File: src/rtl/cpu_pkg.sv
// Shared CPU front-end widths, reset vector and fetch buffer entry type.
package cpu_pkg;

    localparam int PC_W   = 16;
    localparam int INST_W = 32;

    localparam logic [PC_W-1:0] DEFAULT_RESET_PC = 16'h0000;

    typedef struct packed {
        logic [PC_W-1:0]   pc;
        logic [INST_W-1:0] inst;
    } fetch_entry_t;

endpackage

File: src/rtl/fetch_buffer.sv
// Small FIFO of fetched {pc, inst} entries between memory and decode.
// Flush empties it in one cycle and takes priority over push/pop.
module fetch_buffer
    import cpu_pkg::*;
#(
    parameter int DEPTH = 2,
    parameter int CW    = $clog2(DEPTH + 1)
) (
    input  logic          clk,
    input  logic          rst_n,
    input  logic          flush,
    input  logic          push,
    input  fetch_entry_t  push_entry,
    input  logic          pop,
    output fetch_entry_t  head,
    output logic          empty,
    output logic [CW-1:0] count
);

    localparam int PW = (DEPTH > 1) ? $clog2(DEPTH) : 1;

    // Storage rounded up to a power of two so the pointer width always indexes it cleanly.
    fetch_entry_t  mem [2**PW];
    logic [PW-1:0] rd_ptr;
    logic [PW-1:0] wr_ptr;

    function automatic logic [PW-1:0] ptr_inc(input logic [PW-1:0] p);
        return (p == PW'(DEPTH - 1)) ? '0 : p + PW'(1);
    endfunction

    assign head  = mem[rd_ptr];
    assign empty = (count == '0);

    always_ff @(posedge clk or negedge rst_n) begin
        if (!rst_n) begin
            rd_ptr <= '0;
            wr_ptr <= '0;
            count  <= '0;
            for (int i = 0; i < 2**PW; i++) mem[i] <= '0;
        end else if (flush) begin
            rd_ptr <= '0;
            wr_ptr <= '0;
            count  <= '0;
        end else begin
            if (push) begin
                mem[wr_ptr] <= push_entry;
                wr_ptr      <= ptr_inc(wr_ptr);
            end
            if (pop) rd_ptr <= ptr_inc(rd_ptr);
            count <= count + CW'(push) - CW'(pop);
        end
    end

endmodule

File: src/rtl/fetch_unit.sv
// Instruction fetch: PC sequencing, request throttling, redirect flush and stale-response drain.
// Build macro FETCH_PREFETCH_EN selects a two-entry buffer with back-to-back fetch.
module fetch_unit
    import cpu_pkg::*;
#(
    parameter logic [PC_W-1:0] RESET_PC     = DEFAULT_RESET_PC,
    parameter int              MAX_INFLIGHT = 2
) (
    input  logic              clk,
    input  logic              rst_n,
    output logic              imem_req_valid,
    input  logic              imem_req_ready,
    output logic [PC_W-1:0]   imem_req_addr,
    input  logic              imem_rsp_valid,
    input  logic [INST_W-1:0] imem_rsp_data,
    output logic              inst_valid,
    input  logic              inst_ready,
    output logic [INST_W-1:0] inst_data,
    output logic [PC_W-1:0]   inst_pc,
    input  logic              redirect_valid,
    input  logic [PC_W-1:0]   redirect_pc
);

`ifdef FETCH_PREFETCH_EN
    localparam int DEPTH = 2;
`else
    localparam int DEPTH = 1;
`endif
    localparam int MAX_OUT = (DEPTH == 1) ? 1 : MAX_INFLIGHT;
    localparam int CW      = $clog2(DEPTH + 1);

    logic [PC_W-1:0] fetch_pc;
    logic [1:0]      live_cnt;   // requests issued since the last redirect, unanswered
    logic [1:0]      drop_cnt;   // pre-redirect requests whose responses must be discarded
    logic            started;

    logic            pop, req_fire, rsp_live, rsp_stale, push;
    logic [2:0]      occ_net;
    logic [CW-1:0]   buf_count;
    logic            buf_empty;
    fetch_entry_t    rsp_entry, buf_head;

    assign pop       = inst_valid && inst_ready;
    assign rsp_stale = imem_rsp_valid && (drop_cnt != 2'd0);
    assign rsp_live  = imem_rsp_valid && (drop_cnt == 2'd0);
    assign push      = rsp_live && !redirect_valid;

    // Occupancy counts this cycle's pop as already gone, which is what lets
    // the two-entry buffer sustain one instruction per cycle.
    assign occ_net = 3'(buf_count) - 3'(pop);

    assign imem_req_valid = started && !redirect_valid
                            && ((occ_net + 3'(live_cnt)) < 3'(DEPTH))
                            && ((3'(live_cnt) + 3'(drop_cnt)) < 3'(MAX_OUT));
    assign imem_req_addr  = fetch_pc;
    assign req_fire       = imem_req_valid && imem_req_ready;

    // Live requests are consecutive PCs ending just below fetch_pc, and stale
    // responses always drain first, so the oldest live PC tags the response.
    assign rsp_entry.pc   = fetch_pc - PC_W'(live_cnt);
    assign rsp_entry.inst = imem_rsp_data;

    always_ff @(posedge clk or negedge rst_n) begin
        if (!rst_n) begin
            started  <= 1'b0;
            fetch_pc <= RESET_PC;
            live_cnt <= '0;
            drop_cnt <= '0;
        end else begin
            started <= 1'b1;
            if (redirect_valid) begin
                fetch_pc <= redirect_pc;
                live_cnt <= '0;
                drop_cnt <= drop_cnt + live_cnt - 2'(imem_rsp_valid);
            end else begin
                if (req_fire) fetch_pc <= fetch_pc + PC_W'(1);
                live_cnt <= live_cnt + 2'(req_fire) - 2'(rsp_live);
                drop_cnt <= drop_cnt - 2'(rsp_stale);
            end
        end
    end

    fetch_buffer #(
        .DEPTH (DEPTH),
        .CW    (CW)
    ) u_buf (
        .clk        (clk),
        .rst_n      (rst_n),
        .flush      (redirect_valid),
        .push       (push),
        .push_entry (rsp_entry),
        .pop        (pop),
        .head       (buf_head),
        .empty      (buf_empty),
        .count      (buf_count)
    );

    assign inst_valid = !buf_empty;
    assign inst_data  = buf_head.inst;
    assign inst_pc    = buf_head.pc;

endmodule
File: config.mk
export PLATFORM = sky130hd
export DESIGN_NAME = fetch_unit
export DESIGN_NICKNAME = d
export VERILOG_FILES = /design/src/rtl/cpu_pkg.sv /design/src/rtl/fetch_buffer.sv /design/src/rtl/fetch_unit.sv
export SDC_FILE = /design/constraint.sdc
export NUM_CORES = 1
export LEC_CHECK = 0
export CAP_MARGIN = 15
export CORE_UTILIZATION = 41
export DETAILED_ROUTE_END_ITERATION = 16
export GPL_ROUTABILITY_DRIVEN = 0
export GPL_TIMING_DRIVEN = 0
export PLACE_DENSITY_LB_ADDON = 0.12
export RECOVER_POWER = 50
export SLEW_MARGIN = 10
export SYNTH_ARGS = -nofsm -noshare
export SYNTH_HDL_FRONTEND = slang
export SYNTH_SLANG_ARGS = --single-unit
File: constraint.sdc
create_clock -name clk -period 2.73 [get_ports clk]
set_clock_uncertainty 0.15 [all_clocks]
set_input_delay 0.6825 -clock clk [delete_from_list [all_inputs] [get_ports clk]]
set_output_delay 0.6825 -clock clk [all_outputs]
set_load 0.005 [all_outputs]
; ---- Word level (Yosys, flattened, before mapping)
; Index checks and enable logic that the tools add are counted.
[totals]
output_inout_bits = 66
reg_bits = 120
inputBits = 54
[classes]
n_lt_le_gt_ge = 5
n_bitwise = 3
n_reduce_logical = 16
n_mux = 17
n_addsub = 14
[ops]
columns = operator, count
row1 = 48-bit two-way mux, 4
row2 = 96-bit bitwise mux, 1
row3 = 48-bit demux with 1-bit select, 1
row4 = 16-bit two-way mux, 2
row5 = "16-bit by 1-bit adder with 16-bit output, second input constant", 1
row6 = 16-bit by 2-bit subtractor with 16-bit output, 1
row7 = 1-bit logical AND, 9
row8 = 2-bit nonzero test, 4
row9 = 1-bit two-way mux, 7
row10 = "3-bit by 1-bit < comparator with 1-bit output, second input constant", 2
row11 = 2-bit by 1-bit subtractor with 2-bit output, 3
row12 = "2-bit greater-or-equal comparator, second input constant", 2
row13 = 2-bit two-way mux, 2
row14 = 1-bit NOT with 2-bit output, 2
row15 = 2-bit by 2-bit adder with 3-bit output, 1
row16 = 3-bit by 2-bit adder with 3-bit output, 1
row17 = "1-bit adder, second input constant", 2
row18 = 2-bit by 1-bit adder with 2-bit output, 1
row19 = 2-bit adder, 1
row20 = 2-bit zero test, 1
row21 = "2-bit by 1-bit < comparator with 1-bit output, second input constant", 1
row22 = 2-bit AND reduction, 1
row23 = 1-bit by 1-bit subtractor with 2-bit output, 1
row24 = 1-bit adder, 1
row25 = other kinds (3), 3

; ---- Depth between registers and ports, before layout
[depth]
depth_word = 10
ltp_mapped = 13
ltp_nobuf = 13

; ---- Cells and area by module
; From an unflattened synthesis, not the netlist that was laid out.
[unflattened]
cells_unflattened = 312
hier_area_um2 = 3734.8
[by_module_without_submodules]
columns = module, area_each_um2, n_inst, cells_each
row1 = fetch_buffer, 1951.9, 1, 106
row2 = fetch_unit, 1783.0, 1, 206

; ---- Least setup slack after synthesis
; Ideal clock, no wire load.
[synth_timing]
kind = input-to-reg
from = input inst_ready
to = register live_cnt[1]
t_arrival_ns = 2.833
t_required_ns = 2.448
path_stages = 13
setup_slack_ns = -0.384
path_cell_list = nor2b_1 -> ha_1 -> inv_1 -> fa_1 -> nand4b_2 -> nor2_1 -> nand2_1 -> ha_1 -> inv_1 -> ha_1 -> xor2_1 -> xnor2_1 -> nor2_1
[synth_between]
elab_chain_cells = 10
[synth_lines]
columns = element, line
row1 = start: declaration, fetch_unit.sv:17  ; input logic inst_ready,
row2 = 1-bit logical AND, fetch_unit.sv:43  ; assign pop = inst_valid && inst_ready;
row3 = 1-bit by 1-bit subtractor with 2-bit output, fetch_unit.sv:50  ; assign occ_net = 3'(buf_count) - 3'(pop);
row4 = 3-bit by 2-bit adder with 3-bit output, fetch_unit.sv:53  ; && ((occ_net + 3'(live_cnt)) < 3'(DEPTH))
row5 = 3-bit by 1-bit < comparator with 1-bit output, fetch_unit.sv:53
row6 = 1-bit logical AND, fetch_unit.sv:53
row7 = 1-bit logical AND, fetch_unit.sv:54  ; && ((3'(live_cnt) + 3'(drop_cnt)) < 3'(MAX_OUT));
row8 = 1-bit logical AND, fetch_unit.sv:56  ; assign req_fire = imem_req_valid && imem_req_ready;
row9 = 2-bit by 1-bit adder with 2-bit output, fetch_unit.sv:77  ; live_cnt <= live_cnt + 2'(req_fire) - 2'(rsp_live);
row10 = 2-bit by 1-bit subtractor with 2-bit output, fetch_unit.sv:77
row11 = 2-bit two-way mux, fetch_unit.sv:71  ; if (redirect_valid) begin
row12 = end signal: assignment, fetch_unit.sv:77
row13 = end: declaration, fetch_unit.sv:33  ; logic [1:0] live_cnt;
; No other way between the ends.
; A chain may end at the register's enable or synchronous reset.

; ---- Final worst setup path
[layout_timing]
from = register live_cnt[0]
to = register live_cnt[1]
[layout_between]
elab_chain_cells = 8
word_cells_on_any_way = 10
[layout_lines]
columns = element, line
row1 = 3-bit by 2-bit adder with 3-bit output, fetch_unit.sv:53
row2 = 3-bit by 1-bit < comparator with 1-bit output, fetch_unit.sv:53
row3 = 1-bit logical AND, fetch_unit.sv:53
row4 = 1-bit logical AND, fetch_unit.sv:54
row5 = 1-bit logical AND, fetch_unit.sv:56
row6 = 2-bit by 1-bit adder with 2-bit output *, fetch_unit.sv:77
row7 = 2-bit by 1-bit subtractor with 2-bit output *, fetch_unit.sv:77
row8 = 2-bit two-way mux *, fetch_unit.sv:71
; Every way passes the cells marked *; elsewhere a longest branch is shown, timed or not.

==> impl_metrics.json <==
{
  "ant_nets": 0,
  "ff2ff_path_depth": 12,
  "cts_sinks": 70,
  "drive_gt1_share_pct": 12.7,
  "power.leakage_nw": 2.42,
  "whs_ns": 0.227,
  "violations": "negative setup slack",
  "ir_drop_mv": 0.391,
  "path_class": "register to register",
  "fmax_ghz": 0.323,
  "grt_start_max_net_pins": 58,
  "synthesis.area_um2": 3560,
  "setup_tns_ns": -2.03,
  "drv_slew": 0,
  "avgSynthCellArea_um2": 8.98,
  "core_area_um2": 8300,
  "cts_tree": "done",
  "cp.required_ns": 2.82,
  "r2r_start": "live_cnt[0]",
  "crit_top_cell": "ha_4",
  "placed_area_um2": 4940,
  "period_needed_ns": 3.10,
  "antenna_found_initial": 0,
  "nNetsFinal": 614,
  "htreeDepth": 3,
  "drtIter0Drc": 104,
  "max_slew.worst_pin.slew_ns": 1.28,
  "crit_arrival_ns": 3.18,
  "drc_errors": 0,
  "vias": 3283,
  "power_mw": 4.51,
  "yosysWarnings": 0,
  "cp_cell_sequence": "ha_4 -> fa_1 -> or4b_4 -> buf_8 -> nor2_4 -> nand2_2 -> ha_4 -> inv_2 -> ha_4 -> xor2_2 -> xnor2_1 -> nor2_1",
  "cts_root_buf": "clkbuf_8",
  "worst_slack_ns": -0.369,
  "cp_slowest_cell": "or4b_4",
  "critPathLaunchType": "register",
  "ys_seq_area_share_pct": 49.1,
  "die_area_um2": 9070,
  "slew_headroom_pct": 14.3,
  "grt_util_all_layers_pct": 21.9,
  "via_per_inst": 5.00,
  "synth-edff-count": 0,
  "synth-main-ff-cell": "dfrtp_1",
  "clockBufferDepth": 2,
  "io_pins": 120,
  "syn2layout_area_growth_pct": 52.1,
  "first_pass_iters": 4,
  "rows": 33,
  "die_h_um": 95.2,
  "hp-class": "primary input to async pin",
  "hold_violations": 0,
  "ys_types": 41,
  "rsz0062_at_grt": "yes",
  "r2r_slack_ns": -0.37,
  "fill_cells": 689,
  "status": "finished, violations left",
  "dp_hpwl_um": 6390,
  "gr-total-overflow": 0,
  "num_antenna_cells": 0,
  "first_global_vias": 3166,
  "grt_first_pass_wirelength_um": 15000,
  "synth_cells": 397,
  "synth-seq-cells": 70,
  "worst-path-max-fanout": 2,
  "timing.rr.end": "live_cnt[1]",
  "setup_viol": 17,
  "maxCapViolCount": 0,
  "start_util_pct": 43.0,
  "wirelength_um": 9510,
  "timing.final.crit_share_pct": 114,
  "insertion_delay_ns": 0.35,
  "postSynth.asyncResetShare_pct": 100,
  "cts_buffers": 9,
  "crit_path_end_kind": "register",
  "fin_area_um2": 5420,
  "die_w_um": 95.2,
  "wl_per_cell_um": 14.5,
  "port_buffers": 119,
  "cts.clk_slew.worst_paths_ns": 0.09,
  "power.density_nw_per_um2": 832,
  "cpPeakStageDelay_ns": 0.59
}
[flip-flops by register name, indices dropped and copies added, names as in the netlist]
register	count
u_buf.mem	48
u_buf.count	1
started	1
imem_req_addr	16
drop_cnt	2
live_cnt	2
[metal layers]
metal	part of all wire, %	global-route usage, %	up-vias
met3	7.1	5.26	12
li1	-	-	1615
met2	46	34.3	126
met4	1.4	8.84	0
met1	46	28.9	1530
met5	0	0	-
[critical path, delay by kind of cell (launching register included)]
kind | cells | cell delay (ns)
AND/OR/NAND/NOR | 4 | 0.83
XOR/XNOR | 2 | 0.32
adder cells (fa/ha/maj) | 4 | 1.04
flip-flops | 1 | 0.43
buffers and inverters | 2 | 0.20
[layout make-up]
type	count	area (um^2)	area share [%]
flip-flops and latches	70	1750	32.3
clock buffers	10	128	2.35
clock inverters	6	47.5	0.877
inverters	15	56.3	1.04
well taps	105	131	2.42
multi-input cells	288	1840	34.0
repair buffers	138	1370	25.2
plain buffers	24	96.3	1.78
[power by group]
part | switching [mW] | internal, mW
logic | 0.879 | 1.19
registers | 0.246 | 1.44
clock network | 0.430 | 0.334
[per-stage QoR]
step | std cells | setup WS, ns | util (%)
6_report | 656 | -0.369 | 65.3
5_1_grt | 656 | -0.420 | 65.3
4_1_cts | 655 | -0.437 | 64.4
3_5_place_dp | 623 | -1.14 | 59.6
3_3_place_gp | 622 | -1.63 | 59.3
2_1_floorplan | 398 | -0.222 | -
[worst max-delay path by stage]
stage | from | depth (start not counted) | to
final | live_cnt[0] | 12 | live_cnt[1]
after floorplan | inst_ready | 12 | live_cnt[1]
after global routing | drop_cnt[0] | 12 | live_cnt[1]
after detailed placement | inst_ready | 8 | imem_req_valid
after global placement | rst_n | 1 | imem_req_addr[12]
after CTS | live_cnt[0] | 6 | imem_req_valid
[cells by family after synthesis]
group                      synth area share (%)
buffers and inverters                      4.56
and+or+nand+nor                            26.3
DFF                                        49.1
other                                     0.105
muxes                                      1.72
xor gates and xnor gates                   5.65
adders and majority gates                  5.55
AOI/OAI and AO/OA                          6.95
[synth_stat cells (2+ instances only)]
cell type / n / area (um^2)
xor2_1: 9 / 78.8
buf_1: 2 / 7.51
a22oi_1: 2 / 15.0
nor3_1: 6 / 30.0
ha_1: 11 / 138
nand3_1: 9 / 45.0
a21oi_1: 2 / 10.0
nor2b_1: 5 / 31.3
fa_1: 3 / 60.1
nand3b_1: 4 / 30.0
buf_2: 4 / 20.0
a31o_2: 2 / 17.5
clkbuf_1: 18 / 67.6
inv_1: 15 / 56.3
nor4_1: 8 / 50.1
a31oi_1: 8 / 50.1
mux2i_1: 5 / 50.1
o31ai_1: 2 / 15.0
nand2_1: 127 / 477
o21ai_0: 22 / 110
nor4_4: 2 / 42.5
or3_1: 2 / 12.5
nor3b_1: 3 / 22.5
dfrtp_1: 70 / 1750
and4_1: 2 / 17.5
nand4_1: 8 / 50.1
nor2_1: 19 / 71.3
xnor2_1: 14 / 123
[layout by cell type (no fill, tap or decap), types with 3 or more instances in the layout]
cell type / instances
nor4_4: 5
o21ai_1: 7
xor2_1: 8
o21ai_0: 16
nor3_1: 3
clkbuf_1: 20
ha_4: 3
clkinvlp_4: 4
xnor2_1: 12
nand4_1: 8
buf_6: 6
a31oi_1: 8
mux2i_1: 5
nand2_1: 126
buf_2: 7
nor3_4: 3
inv_1: 14
clkbuf_8: 9
dfrtp_1: 69
nand3_1: 9
clkdlybuf4s50_1: 94
ha_1: 7
nor2_1: 18
dlygate4sd3_1: 22
nor4_1: 5
nor2b_1: 4
buf_4: 9
nand3b_1: 4
[timing repair]
action	CTS	global route
hold endpoints to repair	0	0
endpoints found under the setup margin	19	19
hold buffers	0	0
pin swaps	14	23
buffers inserted	16	7
gates resized for setup	31	27
No activity file was read; power rests on OpenSTA's default activity.
